File: src/rtl/taiga_types.sv
// Shared Taiga type definitions plus the entry and state types used by the
// RCA issue queue (rca_issue_queue).
package taiga_types;

    // Existing core constants
    localparam int NUM_RCAS       = 4;
    localparam int NUM_READ_PORTS = 3;
    localparam int XLEN           = 32;
    localparam int RCA_SEL_W      = $clog2(NUM_RCAS);

    typedef logic [3:0] id_t;

    // One queued RCA use instruction
    typedef struct packed {
        id_t                                  id;
        logic [RCA_SEL_W-1:0]                 rca_sel;
        logic                                 fb;
        logic [NUM_READ_PORTS-1:0][XLEN-1:0]  rs_data;
    } rca_issue_entry_t;

    typedef enum logic [1:0] {
        IDLE  = 2'd0,
        RUN   = 2'd1,
        DRAIN = 2'd2
    } rca_issue_queue_state_t;

endpackage

File: src/rtl/rca_issue_queue.sv
// rca_issue_queue: in-order queue between CPU issue of RCA use instructions
// and the RCA grid control / writeback path. Entries are dispatched to the
// grid one per cycle; dispatched entries stay until writeback commits them.
// A switch to a different RCA waits (DRAIN) until every dispatched entry of
// the running RCA has committed.
// Optional build macro: RCA_ISSUE_QUEUE_PERF_EN adds saturating performance
// counters perf_drain_cycles and perf_full_cycles.
module rca_issue_queue
    import taiga_types::*;
#(
    parameter int DEPTH = 4,
    localparam int PTR_W = $clog2(DEPTH)
) (
    input  logic                                 clk,
    input  logic                                 rst,

    input  logic                                 issue_valid,
    output logic                                 issue_ready,
    input  id_t                                  issue_id,
    input  logic [RCA_SEL_W-1:0]                 issue_rca_sel,
    input  logic                                 issue_fb,
    input  logic [NUM_READ_PORTS-1:0][XLEN-1:0]  issue_rs_data,

    output logic [NUM_READ_PORTS-1:0][XLEN-1:0]  buf_rs_data,
    output logic                                 buf_rs_data_valid,
    output logic [RCA_SEL_W-1:0]                 rca_sel_buf,
    output logic [RCA_SEL_W-1:0]                 currently_running_rca,

    input  logic                                 wb_committing,
    output id_t                                  wb_id,
    output logic                                 wb_fb_instr,
    output logic                                 fifo_populated,

    input  logic                                 clear,
`ifdef RCA_ISSUE_QUEUE_PERF_EN
    output logic [31:0]                          perf_drain_cycles,
    output logic [31:0]                          perf_full_cycles,
`endif
    output logic                                 protocol_err
);

    localparam int CNT_W = PTR_W + 1;
    localparam logic [CNT_W-1:0] FULL_COUNT = CNT_W'(DEPTH);

    rca_issue_entry_t        mem [DEPTH];
    rca_issue_entry_t        issue_entry;

    logic [PTR_W-1:0]        wr_ptr;
    logic [PTR_W-1:0]        disp_ptr;
    logic [PTR_W-1:0]        cm_ptr;
    logic [CNT_W-1:0]        count;
    logic [CNT_W-1:0]        outstanding;
    logic [CNT_W-1:0]        count_next;
    logic [CNT_W-1:0]        outstanding_next;
    rca_issue_queue_state_t  state;

    logic                    accept;
    logic                    has_undispatched;
    logic                    same_rca;
    logic                    dispatch;
    logic                    commit;
    logic                    drain_needed;

    assign issue_entry = '{
        id:      issue_id,
        rca_sel: issue_rca_sel,
        fb:      issue_fb,
        rs_data: issue_rs_data
    };

    // Handshake and pipeline decisions; ready uses the pre-commit count.
    assign issue_ready      = (count != FULL_COUNT);
    assign accept           = issue_valid && issue_ready && !clear;
    assign has_undispatched = (count != outstanding);
    assign same_rca         = (mem[disp_ptr].rca_sel == currently_running_rca);
    assign dispatch         = has_undispatched && (state != DRAIN) &&
                              ((outstanding == '0) || same_rca) && !clear;
    assign commit           = wb_committing && (outstanding != '0) && !clear;
    assign drain_needed     = has_undispatched && (outstanding != '0) && !same_rca;

    assign count_next       = count + CNT_W'(accept) - CNT_W'(commit);
    assign outstanding_next = outstanding + CNT_W'(dispatch) - CNT_W'(commit);

    assign fifo_populated   = (count != '0);
    assign rca_sel_buf      = has_undispatched ? mem[disp_ptr].rca_sel : '0;
    assign wb_id            = mem[cm_ptr].id;
    assign wb_fb_instr      = mem[cm_ptr].fb;

    // Entry storage written on accept.
    // NOTE: storage has no reset; pointers and counts alone define which
    // entries are valid, so resetting the array would only cost flops.
    always_ff @(posedge clk) begin
        if (accept) mem[wr_ptr] <= issue_entry;
    end

    // Pointers, counters, dispatch output registers and the IDLE/RUN/DRAIN FSM.
    always_ff @(posedge clk or posedge rst) begin
        if (rst) begin
            wr_ptr                <= '0;
            disp_ptr              <= '0;
            cm_ptr                <= '0;
            count                 <= '0;
            outstanding           <= '0;
            state                 <= IDLE;
            buf_rs_data           <= '0;
            buf_rs_data_valid     <= 1'b0;
            currently_running_rca <= '0;
            protocol_err          <= 1'b0;
        end else begin
            // Commit with nothing dispatched is a sticky protocol violation.
            if (wb_committing && (outstanding == '0)) protocol_err <= 1'b1;

            if (clear) begin
                wr_ptr            <= '0;
                disp_ptr          <= '0;
                cm_ptr            <= '0;
                count             <= '0;
                outstanding       <= '0;
                state             <= IDLE;
                buf_rs_data_valid <= 1'b0;
            end else begin
                if (accept) wr_ptr <= wr_ptr + PTR_W'(1);
                if (commit) cm_ptr <= cm_ptr + PTR_W'(1);
                if (dispatch) begin
                    disp_ptr              <= disp_ptr + PTR_W'(1);
                    buf_rs_data           <= mem[disp_ptr].rs_data;
                    currently_running_rca <= mem[disp_ptr].rca_sel;
                end
                buf_rs_data_valid <= dispatch;
                count             <= count_next;
                outstanding       <= outstanding_next;

                case (state)
                    IDLE:    if (accept) state <= RUN;
                    RUN: begin
                        if (count_next == '0)  state <= IDLE;
                        else if (drain_needed) state <= DRAIN;
                    end
                    DRAIN:   if (outstanding == '0) state <= RUN;
                    default: state <= IDLE;
                endcase
            end
        end
    end

`ifdef RCA_ISSUE_QUEUE_PERF_EN
    // Saturating residency counters, cleared only by rst.
    always_ff @(posedge clk or posedge rst) begin
        if (rst) begin
            perf_drain_cycles <= '0;
            perf_full_cycles  <= '0;
        end else begin
            if ((state == DRAIN) && (perf_drain_cycles != '1))
                perf_drain_cycles <= perf_drain_cycles + 32'd1;
            if (issue_valid && !issue_ready && (perf_full_cycles != '1))
                perf_full_cycles <= perf_full_cycles + 32'd1;
        end
    end
`endif

endmodule
File: config.mk
export PLATFORM = sky130hd
export DESIGN_NAME = rca_issue_queue
export DESIGN_NICKNAME = d
export VERILOG_FILES = /design/src/rtl/taiga_types.sv /design/src/rtl/rca_issue_queue.sv
export SDC_FILE = /design/constraint.sdc
export NUM_CORES = 1
export LEC_CHECK = 0
export ABC_AREA = 1
export ABC_CLOCK_PERIOD_IN_PS = 7900
export BUFFER_PORTS_ARGS = -buffer_cell sky130_fd_sc_hd__buf_2
export CAP_MARGIN = 0
export CORE_ASPECT_RATIO = 0.75
export CORE_MARGIN = 2
export CORE_UTILIZATION = 58
export CTS_CLUSTER_DIAMETER = 100
export DETAILED_ROUTE_END_ITERATION = 8
export PLACE_DENSITY = 0.77
export REMOVE_ABC_BUFFERS = 1
export SYNTH_ARGS = -nofsm -noshare
export SYNTH_HDL_FRONTEND = slang
export SYNTH_SLANG_ARGS = --single-unit
export TNS_END_PERCENT = 1
File: constraint.sdc
create_clock -name clk -period 7.9 [get_ports clk]
set_input_delay 0.395 -clock clk [delete_from_list [all_inputs] [get_ports clk]]
set_output_delay 0.395 -clock clk [all_outputs]
set_load 0.05 [all_outputs]
==> results.cfg <==
[synth]
ys_async_sr_fraction_pct = 21.7
synth_area_leader_cell = edfxtp_1
yosysWarnings = 0
synth_edf_count = 412
synth_area_sq_um = 20200
synth_most_common_cell = edfxtp_1
netlist_top_cells_count = edfxtp_1 (412), nand2_1 (238), nor2_1 (221), o21ai_0 (206), dfrtp_1 (114)
synthTopCellsByArea = edfxtp_1 (61%), dfrtp_1 (14%), o21ai_0 (5.1%)
ys_seq_elements = 526
syn_area_per_cell_sq_um = 12.8
yosysSeqAreaShare_pct = 75.4
synth_cell_types = 27
synth_flop_cell = edfxtp_1
synth_top_area_share_pct = 61.3
syn_inst = 1578

[floorplan]
io_pins = 217
core_area_sq_um = 34500
row_count = 59
initial_core_util_pct = 58.6
die_w_um = 219
die_area_sq_um = 36300
die_y_um = 166

[worst_setup_path]
r2r_cells = 13
crit_end = buf_rs_data[50]
required_ns = 8.35
crit_fanout = 93
regToRegSetupSlack_ns = 3.09
cp-startpoint = disp_ptr[0]
crit_path_top_delay_cell = dfrtp_4
end_kind = flip-flop
critPathLaunchType = flip-flop
timing.rr.end = buf_rs_data[50]
rr_startpoint = disp_ptr[0]
crit_path_frequent_cell = nand2_1
crit_type = reg -> reg
crit_chain = inv_6 -> nand2_1 -> nand3_1 -> nand2_1 -> nand2_1 -> nand2_1 -> nand2_1 -> nand2_4 -> buf_4 -> nand3_4 -> buf_4 -> nand2_1 -> nand2_1
max_stage_delay_ns = 1.07
arrival_ns = 5.26

[clocking]
ctsLongestPathBuffers = 3
clkSinkCount = 526
cts_root_buf = clkbuf_16
post_cts_buffers = 0
htreeDepth = 2
clock_latency_ns = 0.57
cts_hold_buf = 1
clkTransAtPathRegs_ns = 0.06
cts-buffers-inserted = 48
post_cts_resized = 0
cts_tree = done

[timing]
slew_headroom_pct = 17.3
fin_crit_ns = 4.81
drv_slew = 0
fin_ws_ns = 3.09
tightest_slew_ns = 1.24
min_period_over_period_pct = 60.8
finalSetupViolCount = 0
fin_skew_ns = 0.0203
hold_viol = 0
max_freq_mhz = 208
rsz0062_at_grt = no
setup_tns_ns = 0

[routing]
drtAntennaViolNets = 0
drt_iter0_markers = 1377
drt-pass1-iter-count = 6
vias = 13300
routedWlPerCell_um = 20.7
drt-total-wl_um = 46800
routed_via_density = 5.89
drc = 0

[placed_design]
dpl_worst_slack_ns = 3.17
dpl.hpwl_um = 25700
gp_congestion = 0.778
io_buffer_count = 216

[final_layout]
layout-drive-gt1-share_pct = 17.9
finalCoreUtilization_pct = 67.4
area_growth_pct = 15.0
nets = 1867

[global_route]
grt_overflow = 0
grt_pass1_wl_um = 72500
antenna_found_initial = 16
grt_usage_pct = 25.9
grt_pass1_vias = 12732
grt_start_max_net_pins = 108

[flow_run]
cap_violations = 0

[pwr]
peakVddDrop_mv = 0.324
p_leak_uw = 0.00903
power_uw = 9540
p_per_area_nw_per_um2 = 411

[min_path]
worstHoldStart = issue_rs_data[82]
worstHoldPathType = in -> reg

[run_status]
status = finished clean
[cell type report]
type	count	area (sq um)
Clock inverter	21	240
Multi-Input combinational cell	905	4370
Clock buffer	69	1420
Tap cell	457	572
Antenna cell	11	27.5
Sequential cell	526	15200
Inverter	37	155
Timing Repair Buffer	233	1210
Fill cell	2439	11300
[worst max-delay path, delay by kind of cell, from the launching register on]
kind,cells,cell delay (ns)
buffers and inverters,3,1.79
AND/OR/NAND/NOR,10,1.68
flip-flops,1,1.07
[worst min path at each step]
stage                       to  slack [ns]  cells after the start
5_1_grt             mem[1][68]        0.03                      1
3_3_place_gp   buf_rs_data[56]        0.45                      2
6_report            mem[1][82]        0.03                      1
4_1_cts             mem[1][82]        0.01                      1
2_1_floorplan   outstanding[0]        0.46                      1
3_5_place_dp   buf_rs_data[15]        0.45                      2
[metal layers]
layer	track usage (%)	vias to the layer above	wire length, um
met3	5.71	92	4240
met2	40.2	533	22000
met4	6.55	14	921
met1	37.6	6568	19500
li1	-	6093	-
met5	0	-	92
[logic make-up (layout without fill, tap and decap cells)]
kind of cell | count (synthesis) | after routing | share of synthesized area, %
fa+ha+maj | 8 | 8 | 0.570
compound gates | 312 | 312 | 8.40
xor+xnor | 6 | 6 | 0.260
buf+inv | 147 | 360 | 3.18
simple gates | 579 | 579 | 12.2
other cells | 0 | 11 | 0
flops | 526 | 526 | 75.4
[placed cells by master, fill, tap and decap left out, types with 3 or more instances in the layout]
master | netlist | final
diode_2 | 0 | 11
nor3_1 | 3 | 3
xnor2_1 | 3 | 3
o21ai_0 | 206 | 206
clkbuf_16 | 0 | 52
nor2_4 | 0 | 4
clkbuf_8 | 0 | 5
nor2_1 | 221 | 217
clkbuf_1 | 56 | 12
clkinv_1 | 0 | 5
clkinv_2 | 0 | 9
nand4_1 | 101 | 101
nand3_1 | 13 | 13
xor2_1 | 3 | 3
ha_1 | 6 | 6
bufinv_16 | 0 | 5
buf_2 | 31 | 216
edfxtp_1 | 412 | 412
buf_4 | 10 | 16
nand2_1 | 238 | 238
o22ai_1 | 101 | 101
dfrtp_1 | 114 | 112
inv_1 | 32 | 31
[sequential cells by signal, indices dropped and copies added (netlist names)]
register	cells
buf_rs_data	96
buf_rs_data_valid	1
cm_ptr	2
count	3
currently_running_rca	2
disp_ptr	2
mem	412
outstanding	3
protocol_err	1
state	2
wr_ptr	2
[power by group]
part	total [uW]	internal, uW	switching (uW)
clock	2390	1410	982
combinational	3410	806	2600
sequential	3740	3410	331
total	9540	5620	3910
[through the flow]
stage / cells / hold slack [ns] / instance area (sq um)
finish: 2259 / 0.0318 / 23200
global route: 2250 / 0.0253 / 23200
CTS: 2248 / 0.0115 / 23200
detailed placement: 2157 / 0.453 / 21500
global placement: 2157 / 0.450 / 21500
floorplan: 1468 / 0.460 / 19700
(Power assumes the default switching activity.)
